==> config.mk <==
export PLATFORM = sky130hd
export DESIGN_NAME = mcycle_ctrl_fsm_flat
export DESIGN_NICKNAME = d
export VERILOG_FILES = /design/src/rtl/mcycle_ctrl_pkg.sv /design/src/rtl/mcycle_ctrl_fsm_if.sv /design/src/rtl/mc_wait_cnt.sv /design/src/rtl/mcycle_ctrl_fsm.sv /design/src/flat_wrapper.sv
export SDC_FILE = /design/constraint.sdc
export NUM_CORES = 1
export LEC_CHECK = 0
export BUFFER_PORTS_ARGS = -buffer_cell sky130_fd_sc_hd__buf_2
export CAP_MARGIN = 0
export CORE_ASPECT_RATIO = 1.75
export CORE_MARGIN = 4
export CORE_UTILIZATION = 45
export CTS_CLUSTER_SIZE = 20
export DETAILED_ROUTE_END_ITERATION = 16
export PLACE_DENSITY = 0.74
export SYNTH_ARGS = -nofsm -noshare
export SYNTH_HDL_FRONTEND = slang
export SYNTH_SLANG_ARGS = --single-unit
==> constraint.sdc <==
create_clock -name clk -period 2.6 [get_ports clk]
set_input_delay 0.39 -clock clk [delete_from_list [all_inputs] [get_ports clk]]
set_output_delay 0.39 -clock clk [all_outputs]
set_load 0.005 [all_outputs]
==> src/rtl/mcycle_ctrl_pkg.sv <==
// Shared types for the multicycle controller: state encoding, mux select codes,
// op codes and the Moore control-word decode used by the FSM.
package mcycle_ctrl_pkg;

  localparam int unsigned STATE_W = 4;
  localparam int unsigned CNT_W   = 8;

  typedef enum logic [STATE_W-1:0] {
    S_FETCH    = 4'd0,
    S_DECODE   = 4'd1,
    S_MEMADR   = 4'd2,
    S_MEMRD    = 4'd3,
    S_MEMWB    = 4'd4,
    S_MEMWR    = 4'd5,
    S_EXECUTER = 4'd6,
    S_EXECUTEI = 4'd7,
    S_ALUWB    = 4'd8,
    S_BRANCH   = 4'd9,
    S_EXECUTEM = 4'd10,
    S_MULWB    = 4'd11,
    S_FPUEXEC  = 4'd12,
    S_FPUWB    = 4'd13,
    S_UNKNOWN  = 4'd14
  } state_t;

  localparam logic [1:0] RES_ALUOUT    = 2'b00;
  localparam logic [1:0] RES_DATA      = 2'b01;
  localparam logic [1:0] RES_ALURESULT = 2'b10;
  localparam logic [1:0] RES_MULRESULT = 2'b11;

  localparam logic [1:0] SRCA_REG  = 2'b00;
  localparam logic [1:0] SRCA_PC   = 2'b01;

  localparam logic [1:0] SRCB_REG  = 2'b00;
  localparam logic [1:0] SRCB_IMM  = 2'b01;
  localparam logic [1:0] SRCB_FOUR = 2'b10;

  localparam logic [1:0] OP_DP  = 2'b00;
  localparam logic [1:0] OP_MEM = 2'b01;
  localparam logic [1:0] OP_BR  = 2'b10;
  localparam logic [1:0] OP_FPU = 2'b11;

  typedef struct packed {
    logic       ir_write;
    logic       next_pc;
    logic       reg_w;
    logic       mem_w;
    logic       fpu_w;
    logic       branch;
    logic       adr_src;
    logic       alu_op;
    logic [1:0] alu_src_a;
    logic [1:0] alu_src_b;
    logic [1:0] result_src;
  } ctrl_t;

  // Moore datapath control word for a given state (before memory gating).
  function automatic ctrl_t decode_ctrl(input state_t s);
    ctrl_t c;
    c            = '0;
    c.result_src = RES_ALUOUT;
    c.alu_src_a  = SRCA_REG;
    c.alu_src_b  = SRCB_REG;
    case (s)
      S_FETCH: begin
        c.ir_write = 1'b1; c.next_pc = 1'b1;
        c.result_src = RES_ALURESULT; c.alu_src_a = SRCA_PC; c.alu_src_b = SRCB_FOUR;
      end
      S_DECODE: begin
        c.result_src = RES_ALURESULT; c.alu_src_a = SRCA_PC; c.alu_src_b = SRCB_FOUR;
      end
      S_EXECUTER: c.alu_op = 1'b1;
      S_EXECUTEI: begin c.alu_op = 1'b1; c.alu_src_b = SRCB_IMM; end
      S_ALUWB:    c.reg_w = 1'b1;
      S_MEMADR:   c.alu_src_b = SRCB_IMM;
      S_MEMRD:    c.adr_src = 1'b1;
      S_MEMWR:    begin c.adr_src = 1'b1; c.mem_w = 1'b1; end
      S_MEMWB:    begin c.reg_w = 1'b1; c.result_src = RES_DATA; end
      S_BRANCH: begin
        c.branch = 1'b1; c.result_src = RES_ALURESULT; c.alu_src_b = SRCB_IMM;
      end
      S_MULWB:    begin c.reg_w = 1'b1; c.result_src = RES_MULRESULT; end
      S_FPUWB:    c.fpu_w = 1'b1;
      default: ;
    endcase
    return c;
  endfunction

endpackage

==> src/rtl/mcycle_ctrl_fsm_if.sv <==
// Decoder/memory/FPU inputs and datapath control outputs of the multicycle controller.
interface mcycle_ctrl_fsm_if;
  logic [1:0] Op;
  logic [5:0] Funct;
  logic       mul_instr;
  logic       mem_ready;
  logic       fpu_done;

  logic       IRWrite, NextPC, RegW, MemW, FPUW, Branch, AdrSrc, ALUOp;
  logic [1:0] ALUSrcA, ALUSrcB, ResultSrc;
  logic       MulStart, FpuStart, fault;
  logic [3:0] state_o;

  modport master (
    output Op, Funct, mul_instr, mem_ready, fpu_done,
    input  IRWrite, NextPC, RegW, MemW, FPUW, Branch, AdrSrc, ALUOp,
    input  ALUSrcA, ALUSrcB, ResultSrc, MulStart, FpuStart, fault, state_o
  );

  modport slave (
    input  Op, Funct, mul_instr, mem_ready, fpu_done,
    output IRWrite, NextPC, RegW, MemW, FPUW, Branch, AdrSrc, ALUOp,
    output ALUSrcA, ALUSrcB, ResultSrc, MulStart, FpuStart, fault, state_o
  );
endinterface

==> src/rtl/mc_wait_cnt.sv <==
// Loadable up/down wait counter with zero and terminal-count flags; shared by
// the multiply countdown and the FPU timeout.
module mc_wait_cnt #(
  parameter int unsigned W = 8
) (
  input  logic         clk,
  input  logic         rst_n,
  input  logic         load,
  input  logic         en,
  input  logic         up,
  input  logic [W-1:0] load_val,
  input  logic [W-1:0] term_val,
  output logic         zero_c,
  output logic         term_c
);

  logic [W-1:0] count_q;

  // Load wins over counting.
  always_ff @(posedge clk or negedge rst_n) begin
    if (!rst_n) begin
      count_q <= '0;
    end else if (load) begin
      count_q <= load_val;
    end else if (en) begin
      count_q <= up ? count_q + W'(1) : count_q - W'(1);
    end
  end

  assign zero_c = (count_q == '0);
  assign term_c = (count_q == term_val);

endmodule

==> src/rtl/mcycle_ctrl_fsm.sv <==
// Multicycle main control FSM with multi-cycle multiply, variable-latency FPU
// with timeout, and optional memory wait-state handshaking.
module mcycle_ctrl_fsm
  import mcycle_ctrl_pkg::*;
#(
  parameter int unsigned MUL_LAT       = 3,
  parameter int unsigned FPU_EN        = 1,
  parameter int unsigned MEM_HANDSHAKE = 1,
  parameter int unsigned FPU_TIMEOUT   = 63
) (
  input logic              clk,
  input logic              reset_n,
  mcycle_ctrl_fsm_if.slave bus
);

  localparam logic [CNT_W-1:0] MUL_INIT = CNT_W'(MUL_LAT - 1);
  localparam logic [CNT_W-1:0] FPU_TERM = CNT_W'(FPU_TIMEOUT - 1);

  state_t state_q, state_d;
  ctrl_t  ctrl_q;
  logic   mul_start_q, fpu_start_q, fault_q;
  logic   mem_ok_c, timeout_c, mul_entry_c, fpu_entry_c;
  logic   cnt_load, cnt_en, cnt_up, cnt_zero_c, cnt_term_c;
  logic [CNT_W-1:0] cnt_init;
  logic   unused_funct;

  assign unused_funct = ^bus.Funct[4:1];
  assign mem_ok_c     = (MEM_HANDSHAKE == 0) || bus.mem_ready;

  // Next-state logic.
  always_comb begin
    state_d   = state_q;
    timeout_c = 1'b0;
    unique case (state_q)
      S_FETCH:  if (mem_ok_c) state_d = S_DECODE;
      S_DECODE: begin
        case (bus.Op)
          OP_DP: begin
            if (bus.mul_instr)     state_d = S_EXECUTEM;
            else if (bus.Funct[5]) state_d = S_EXECUTEI;
            else                   state_d = S_EXECUTER;
          end
          OP_MEM:  state_d = S_MEMADR;
          OP_BR:   state_d = S_BRANCH;
          OP_FPU:  state_d = (FPU_EN != 0) ? S_FPUEXEC : S_UNKNOWN;
          default: state_d = S_UNKNOWN;
        endcase
      end
      S_MEMADR:   state_d = bus.Funct[0] ? S_MEMRD : S_MEMWR;
      S_MEMRD:    if (mem_ok_c) state_d = S_MEMWB;
      S_MEMWR:    if (mem_ok_c) state_d = S_FETCH;
      S_EXECUTER,
      S_EXECUTEI: state_d = S_ALUWB;
      S_EXECUTEM: if (cnt_zero_c) state_d = S_MULWB;
      S_FPUEXEC: begin
        if (bus.fpu_done) begin
          state_d = S_FPUWB;
        end else if (cnt_term_c) begin
          state_d   = S_FETCH;
          timeout_c = 1'b1;
        end
      end
      default:    state_d = S_FETCH;
    endcase
  end

  // Counter is loaded on the entry transition so the first cycle in the state sees the initial value.
  always_comb begin
    mul_entry_c = (state_d == S_EXECUTEM) && (state_q != S_EXECUTEM);
    fpu_entry_c = (state_d == S_FPUEXEC) && (state_q != S_FPUEXEC);
    cnt_load    = mul_entry_c || fpu_entry_c;
    cnt_init    = mul_entry_c ? MUL_INIT : '0;
    cnt_up      = (state_q == S_FPUEXEC);
    cnt_en      = (state_q == S_EXECUTEM) || ((state_q == S_FPUEXEC) && !bus.fpu_done);
  end

  mc_wait_cnt #(.W(CNT_W)) u_wait_cnt (
    .clk      (clk),
    .rst_n    (reset_n),
    .load     (cnt_load),
    .en       (cnt_en),
    .up       (cnt_up),
    .load_val (cnt_init),
    .term_val (FPU_TERM),
    .zero_c   (cnt_zero_c),
    .term_c   (cnt_term_c)
  );

  // State and output registers; outputs are decoded from the next state so they align with state_q.
  always_ff @(posedge clk or negedge reset_n) begin
    if (!reset_n) begin
      state_q     <= S_FETCH;
      ctrl_q      <= decode_ctrl(S_FETCH);
      mul_start_q <= 1'b0;
      fpu_start_q <= 1'b0;
      fault_q     <= 1'b0;
    end else begin
      state_q     <= state_d;
      ctrl_q      <= decode_ctrl(state_d);
      mul_start_q <= mul_entry_c;
      fpu_start_q <= fpu_entry_c;
      fault_q     <= (state_d == S_UNKNOWN) || timeout_c;
    end
  end

  // PC/IR updates are qualified by the memory completing the fetch.
  assign bus.IRWrite   = ctrl_q.ir_write & mem_ok_c;
  assign bus.NextPC    = ctrl_q.next_pc & mem_ok_c;
  assign bus.RegW      = ctrl_q.reg_w;
  assign bus.MemW      = ctrl_q.mem_w;
  assign bus.FPUW      = ctrl_q.fpu_w;
  assign bus.Branch    = ctrl_q.branch;
  assign bus.AdrSrc    = ctrl_q.adr_src;
  assign bus.ALUOp     = ctrl_q.alu_op;
  assign bus.ALUSrcA   = ctrl_q.alu_src_a;
  assign bus.ALUSrcB   = ctrl_q.alu_src_b;
  assign bus.ResultSrc = ctrl_q.result_src;
  assign bus.MulStart  = mul_start_q;
  assign bus.FpuStart  = fpu_start_q;
  assign bus.fault     = fault_q;
  assign bus.state_o   = state_q;

endmodule
==> src/flat_wrapper.sv <==
// flat-port wrapper written by rule: the top's interface ports become plain ports
module mcycle_ctrl_fsm_flat import mcycle_ctrl_pkg::*;
#(
  parameter int unsigned MUL_LAT       = 3,
  parameter int unsigned FPU_EN        = 1,
  parameter int unsigned MEM_HANDSHAKE = 1,
  parameter int unsigned FPU_TIMEOUT   = 63
)
  (clk, reset_n, bus_Op, bus_Funct, bus_mul_instr, bus_mem_ready, bus_fpu_done, bus_IRWrite, bus_NextPC, bus_RegW, bus_MemW, bus_FPUW, bus_Branch, bus_AdrSrc, bus_ALUOp, bus_ALUSrcA, bus_ALUSrcB, bus_ResultSrc, bus_MulStart, bus_FpuStart, bus_fault, bus_state_o);
  mcycle_ctrl_fsm_if bus_i ();
  input logic clk;
  input logic reset_n;
  input wire logic [$bits(bus_i.Op)-1:0] bus_Op;
  input wire logic [$bits(bus_i.Funct)-1:0] bus_Funct;
  input wire logic [$bits(bus_i.mul_instr)-1:0] bus_mul_instr;
  input wire logic [$bits(bus_i.mem_ready)-1:0] bus_mem_ready;
  input wire logic [$bits(bus_i.fpu_done)-1:0] bus_fpu_done;
  output wire logic [$bits(bus_i.IRWrite)-1:0] bus_IRWrite;
  output wire logic [$bits(bus_i.NextPC)-1:0] bus_NextPC;
  output wire logic [$bits(bus_i.RegW)-1:0] bus_RegW;
  output wire logic [$bits(bus_i.MemW)-1:0] bus_MemW;
  output wire logic [$bits(bus_i.FPUW)-1:0] bus_FPUW;
  output wire logic [$bits(bus_i.Branch)-1:0] bus_Branch;
  output wire logic [$bits(bus_i.AdrSrc)-1:0] bus_AdrSrc;
  output wire logic [$bits(bus_i.ALUOp)-1:0] bus_ALUOp;
  output wire logic [$bits(bus_i.ALUSrcA)-1:0] bus_ALUSrcA;
  output wire logic [$bits(bus_i.ALUSrcB)-1:0] bus_ALUSrcB;
  output wire logic [$bits(bus_i.ResultSrc)-1:0] bus_ResultSrc;
  output wire logic [$bits(bus_i.MulStart)-1:0] bus_MulStart;
  output wire logic [$bits(bus_i.FpuStart)-1:0] bus_FpuStart;
  output wire logic [$bits(bus_i.fault)-1:0] bus_fault;
  output wire logic [$bits(bus_i.state_o)-1:0] bus_state_o;
  assign bus_i.Op = bus_Op;
  assign bus_i.Funct = bus_Funct;
  assign bus_i.mul_instr = bus_mul_instr;
  assign bus_i.mem_ready = bus_mem_ready;
  assign bus_i.fpu_done = bus_fpu_done;
  assign bus_IRWrite = bus_i.IRWrite;
  assign bus_NextPC = bus_i.NextPC;
  assign bus_RegW = bus_i.RegW;
  assign bus_MemW = bus_i.MemW;
  assign bus_FPUW = bus_i.FPUW;
  assign bus_Branch = bus_i.Branch;
  assign bus_AdrSrc = bus_i.AdrSrc;
  assign bus_ALUOp = bus_i.ALUOp;
  assign bus_ALUSrcA = bus_i.ALUSrcA;
  assign bus_ALUSrcB = bus_i.ALUSrcB;
  assign bus_ResultSrc = bus_i.ResultSrc;
  assign bus_MulStart = bus_i.MulStart;
  assign bus_FpuStart = bus_i.FpuStart;
  assign bus_fault = bus_i.fault;
  assign bus_state_o = bus_i.state_o;
  mcycle_ctrl_fsm #(.MUL_LAT(MUL_LAT), .FPU_EN(FPU_EN), .MEM_HANDSHAKE(MEM_HANDSHAKE), .FPU_TIMEOUT(FPU_TIMEOUT)) u_core (.clk(clk), .reset_n(reset_n), .bus(bus_i));
endmodule
* Word-level counts from Yosys, hierarchy flattened *
Index checks and enable logic that the tools add are counted.

operators by class
  add/subtract/negate cells = 2
  equal/unequal tests = 28
  mux-type cells = 28
  bitwise gates (word level) = 2
  reductions and logical operators = 19

operators by type and width
  operator                                                            number
  4-bit == test, second input constant                                9
  4-bit one-hot mux with 8 select lines                               1
  4-bit by 3-bit == test with 1-bit output, second input constant     7
  4-bit two-way mux                                                   7
  8-bit two-way mux                                                   3
  4-bit by 2-bit == test with 1-bit output, second input constant     4
  4-bit one-hot mux with 4 select lines                               1
  1-bit two-way mux                                                   11
  3-bit OR reduction                                                  3
  8-bit by 1-bit adder with 8-bit output, second input constant       1
  4-bit by 1-bit == test with 1-bit output, second input constant     2
  8-bit by 6-bit == test with 1-bit output, second input constant     1
  4-bit logical NOT                                                   2
  8-bit logical NOT                                                   1
  4-bit inequality test, second input constant                        2
  2-bit OR reduction                                                  4
  8-bit by 1-bit subtractor with 8-bit output, second input constant  1
  2-bit one-hot mux with 3 select lines                               1
  2-bit == test, second input constant                                2
  2-bit two-way mux                                                   2
  2-bit one-hot mux with 2 select lines                               1
  1-bit logical AND                                                   3
  1-bit logical OR                                                    3
  3-bit two-way mux                                                   1
  5 further kinds                                                     6

word-level totals
  register bits after elaboration = 28
  bits of input ports = 13
  output and inout port bits = 21
  word-level logic and storage cells = 95

* Depth between registers and ports, before layout *
  depth after elaboration = 8
  mapped depth = 11
  gate-level depth less buffers = 10

* Hierarchy *
From an unflattened synthesis, not the netlist that was laid out.

second synthesis, totals
  cells, all modules = 198
  area total of the unflattened synthesis = 1796.7 µm²

modules (own cells, without submodules)
  module           times used  cells an instance  area each (µm²)  sequential area each (µm²)
  mcycle_ctrl_fsm  1           107                1014.7           454.2
  mc_wait_cnt      1           91                 782.0            200.2

* Worst setup path before layout *
OpenSTA, ideal clock, no wires.

  path kind = register to register
  start point = register u_core.state_q[3] (netlist: u_core.bus.state_o[3])
  end point = register u_core.u_wait_cnt.count_q[7]
  library setup time = 0.127 ns
  arrival time = 2.632 ns
  data required time = 2.473 ns
  path slack = -0.159 ns
  stages on the path, launching flop included = 12
  buffers on the path = 1
  clock period less this slack = 2.759 ns
  path through = dfrtp_1 clkbuf_1 nor2b_1 and3b_1 inv_1 ha_1 a21oi_1 and4b_1 o32a_1 xnor2_1 mux2i_1 o31ai_1

between the ends
  cells in the longest elaborated chain, start to end = 7
  elaborated cells between the ends (all ways) = 30
  those cells by class = eq/ne (12); mux (10); reduce/logical (8)

ends and longest elaborated chain
  element                                                                               RTL line                                      RTL
  start, declared                                                                       mcycle_ctrl_fsm.sv:19                         state_t state_q, state_d;
  start signal, assigned                                                                mcycle_ctrl_fsm.sv:98                         state_q <= state_d;
  4-bit by 3-bit == test with 1-bit output / 4-bit two-way mux (equally long branches)  mcycle_ctrl_fsm.sv:34, mcycle_ctrl_fsm.sv:58
  2-bit OR reduction / 4-bit two-way mux (equally long branches)                        mcycle_ctrl_fsm.sv:34, mcycle_ctrl_fsm.sv:56
  4-bit one-hot mux with 8 select lines                                                 mcycle_ctrl_fsm.sv:34                         unique case (state_q)
  4-bit == test (on tied branches)                                                      mcycle_ctrl_fsm.sv:69, mcycle_ctrl_fsm.sv:70
  1-bit logical AND (on tied branches)                                                  mcycle_ctrl_fsm.sv:69, mcycle_ctrl_fsm.sv:70
  1-bit logical OR                                                                      mcycle_ctrl_fsm.sv:71                         cnt_load = mul_entry_c || fpu_entry_c;
  8-bit two-way mux / 2-bit nonzero test (equally long branches)                        n/a
  end signal, assigned                                                                  mc_wait_cnt.sv:24                             count_q <= load_val;
  end signal, assigned                                                                  mc_wait_cnt.sv:26                             count_q <= up ? count_q + W'(1) : count_q - W'(1);
  end, declared                                                                         mc_wait_cnt.sv:17                             logic [W-1:0] count_q;

Several ways; a longest one is shown, not always the timed one. The select of a mux whose other input is x is not followed.
A chain may end at the register's enable or synchronous reset.

* Worst setup path after layout *
  start point = register u_core.state_q[0] (netlist: u_core.bus.state_o[0])
  end point = register u_core.u_wait_cnt.count_q[7]

Same word-level chain as after synthesis.

==> results.md <==
- Initial Utilization: 0.479
- Placeable core area: 3210 um^2
- Total leakage power: 0.892 nW
- Net count reported at finish: 209
- Global route total overflow: 0
- Top cell types by occurrence after synthesis: dfrtp_1 (23), nand2_1 (16), nor2b_1 (9)
- Async set-or-reset flop fraction in the synthesized netlist: 1.00
- Dominant delay contributor by cell family on the critical path: compound AO/OA/AOI/OAI gates
- Final weighted congestion of routability-driven global placement: roughly 0.83
- Buffer and inverter count on the worst path: 1
- Cell accounting for the most synthesized area: dfrtp_1
- Relative slew margins: 0.633
- Worst-path cell chain: nor2b_4 -> and3b_2 -> inv_2 -> ha_1 -> a21oi_2 -> and4b_1 -> o32a_1 -> xnor2_2 -> mux2i_1 -> o31ai_1
- Number of synthesized register bits: 26
- Antenna-violating nets left: 0
- Share of cells above drive strength 1: 0.277
- Number of CTS-inserted buffers: 3
- Via density: 5.42
- Post-Syn Area per Cell: 9.48 um^2
- Number of rows in the core area: 27
- Starting DRT DRC Count: 50
- Pre-Repair DR Iteration Count: 4
- Overall Global Routing Usage: 0.166
- Kind of start point of the critical path: flop
- Minimum setup slack after placement: 0.00213 ns
- Number of global-route vias before repair: 1324
- Count leader, synth: dfrtp_1
- R2R Path Start: u_core.bus.state_o[0]$_DFF_PN0_
- Synthesized instance count: approximately 160
- Final critical-path share of the clock period: 0.941
- Delay of the slowest critical-path stage: approximately 0.41 ns
- Power per cell area: 1090 nW/um^2
- H-tree levels: 1
- Clock tree from TritonCTS: yes
- Max rail drop VDD: between 0.5 and 0.6 mV
- Area delta synth->final: 16.9%
- Number of distinct library cell variants in the gate-level netlist after synthesis: 44
- Post-CTS clock slew at the launch and capture registers of the worst setup and hold paths: 0.09 ns
- Count of unresolved DRC violations after routing: 0
- Clock Sinks: 26
- # port buffers: 28
- Outcome: complete, no violations
- Critical-path cell with the highest stage delay: dfrtp_1
- Post-layout minimum cycle time: 2.45 ns
- Most used DFF post-synth: dfrtp_1
- Count of warnings emitted by yosys: 0
- Overall via count from detail_route: 1253
- Die Y-Extent: approximately 85 um
- Routed wire length per instance: between 10 and 15 um
- Critical path arrival: 2.60 ns
- Area share of the largest cell type after synthesis: 0.375
- Post-Route WL: 3.43 mm
- Number of nets produced by synthesis: around 180
- Crit. End Element: flop
- Startpoint-to-endpoint class of the critical path: reg2reg
- Worst hold slack: 0.0973 ns
- Post-route standard cell area excluding fillers: 1800 um^2
- Mapped Area: 1540 um^2
- Worst Slack Setup Final: about 0.15 ns
- Final setup violation count: 0
- Data required time of the worst path: 2.75 ns
- Max-slew violation count: 0
- Initial antenna violation count: 0
- Number of failing hold endpoints at the final stage: 0
- HP Class: in2async
- Largest fanout of any net on the critical path: 8
- Achievable Freq: between 400 and 500 MHz
- Sequential-to-total area share from yosys stat: 0.426
- Post-DP Area: 1690 um^2
- Maximum number of pins on one net before global-route repair: 27
- Horizontal die dimension: 52.2 um
- Worst Tran Pin Value: 0.550 ns
- Clock root buffer master: clkbuf_8
- Dominant cells by area after synthesis: dfrtp_1 (37%), dfstp_2 (5.1%), ha_1 (4.9%)
- Total half-perimeter wirelength after legalization and detailed placement: between 2 and 3 mm
- Wire length of the first global-routing pass: 5.73 mm
- Bufs on Longest Clock Path: 2
- Area enclosed by the die boundary: 4450 um^2
- Worst clock skew on the final layout: ~0.0021 ns
- Number of max-cap violations: 0
- Number of antenna cells inserted: 0
- Startpoint of the most critical setup path: u_core.bus.state_o[0]$_DFF_PN0_
- EDFF count, synth: 0
- Number of buffers inserted by hold repair at cts: 0
- Worst skew pair latency: 0.27 ns
- Top Ports: 34
==> final cells by class <==
class	instances	area (um^2)
fillers	294	1410
multi-input cells	115	795
flip-flops and latches	26	654
repair buffers	35	193
well taps	43	53.8
clock buffers	3	41.3
clock inverters	1	30.0
inverters	8	30.0
==> report_power, final <==
part           internal (mW)  switching (mW)
clock                  0.206           0.125
combinational          0.487           0.518
sequential             0.537          0.0896
==> logic make-up after synthesis <==
logic type / synth area share
XOR/XNOR: 0.0399
AO/OA/AOI/OAI: 0.140
adder cells (fa/ha/maj): 0.0619
flip-flops: 0.426
other: 0.00244
multiplexers: 0.00651
buffers and inverters: 0.0700
AND/OR/NAND/NOR: 0.253
==> sequential cells by signal, summed over array words and instances, names as in the netlist <==
| name | cells |
|---|---|
| u_core.bus.MemW | 1 |
| u_core.bus.ALUSrcA | 1 |
| u_core.bus.FpuStart | 1 |
| u_core.bus.ResultSrc | 2 |
| u_core.bus.AdrSrc | 1 |
| u_core.bus.fault | 1 |
| u_core.ctrl_q | 1 |
| u_core.bus.MulStart | 1 |
| u_core.bus.state_o | 4 |
| u_core.bus.RegW | 1 |
| u_core.bus.ALUSrcB | 1 |
| u_core.u_wait_cnt.count_q | 8 |
| u_core.bus.Branch | 1 |
| u_core.bus.ALUOp | 1 |
| u_core.bus.FPUW | 1 |
==> path summary, 6_finish.rpt <==
check | slack (ns) | endpoint | depth (start not counted)
worst max-delay path | 0.15 | u_core.u_wait_cnt.count_q[7]$_DFFE_PN0P_ | 10
worst min-delay path | 0.1 | u_core.bus.ALUSrcB[0]$_DFF_PN0_ | 1
worst max register to register | 0.15 | u_core.u_wait_cnt.count_q[7]$_DFFE_PN0P_ | 10
worst min register to register | 0.60 | u_core.u_wait_cnt.count_q[6]$_DFFE_PN0P_ | 2
max in group asynchronous | 2.13 | u_core.bus.ResultSrc[1]$_DFF_PN1_ | 1
min in group clk | 0.36 | u_core.bus.fault$_DFF_PN0_ | 2
==> per-layer routing <==
layer	track usage	wire (um)
met3	0.0228	117
met5	0	0
met2	0.323	1990
met1	0.162	1260
met4	0.0744	61
==> stage by stage <==
stage          std cells  utilization    TNS, ns  power [mW]
3_5_place_dp         225        0.528          0        1.59
4_1_cts              229        0.552          0        1.93
2_1_floorplan        162            -          0        1.36
5_1_grt              231        0.560  -0.000481        2.11
6_report             231        0.560          0        1.96
3_3_place_gp         225        0.528          0        1.56
==> what timing repair did <==
| action | CTS | global route |
|---|---|---|
| pin swaps | 0 | 1 |
| hold endpoints to repair | 0 | 0 |
| resized for setup | 1 | 2 |
| setup buffers | 0 | 2 |
| setup endpoints to repair | 1 | 1 |
==> placed cells by master, fill, tap and decap left out, types with 2 or more instances in the layout <==
cell / instances
clkbuf_8: 3
o21a_1: 2
xor2_1: 4
a21oi_1: 6
nand2b_1: 2
o22ai_1: 5
and2_1: 5
nor3_1: 5
buf_2: 28
dfstp_2: 3
nor3b_1: 5
inv_1: 7
o21ai_1: 2
o211ai_1: 2
xnor2_1: 2
nand2_1: 16
or3_1: 3
a21o_1: 3
dfrtp_1: 23
o21ai_0: 7
nor2b_1: 8
nor4b_1: 3
buf_4: 7
nor2_1: 7
ha_1: 6
Note: power is estimated with default switching activity, not from simulation.
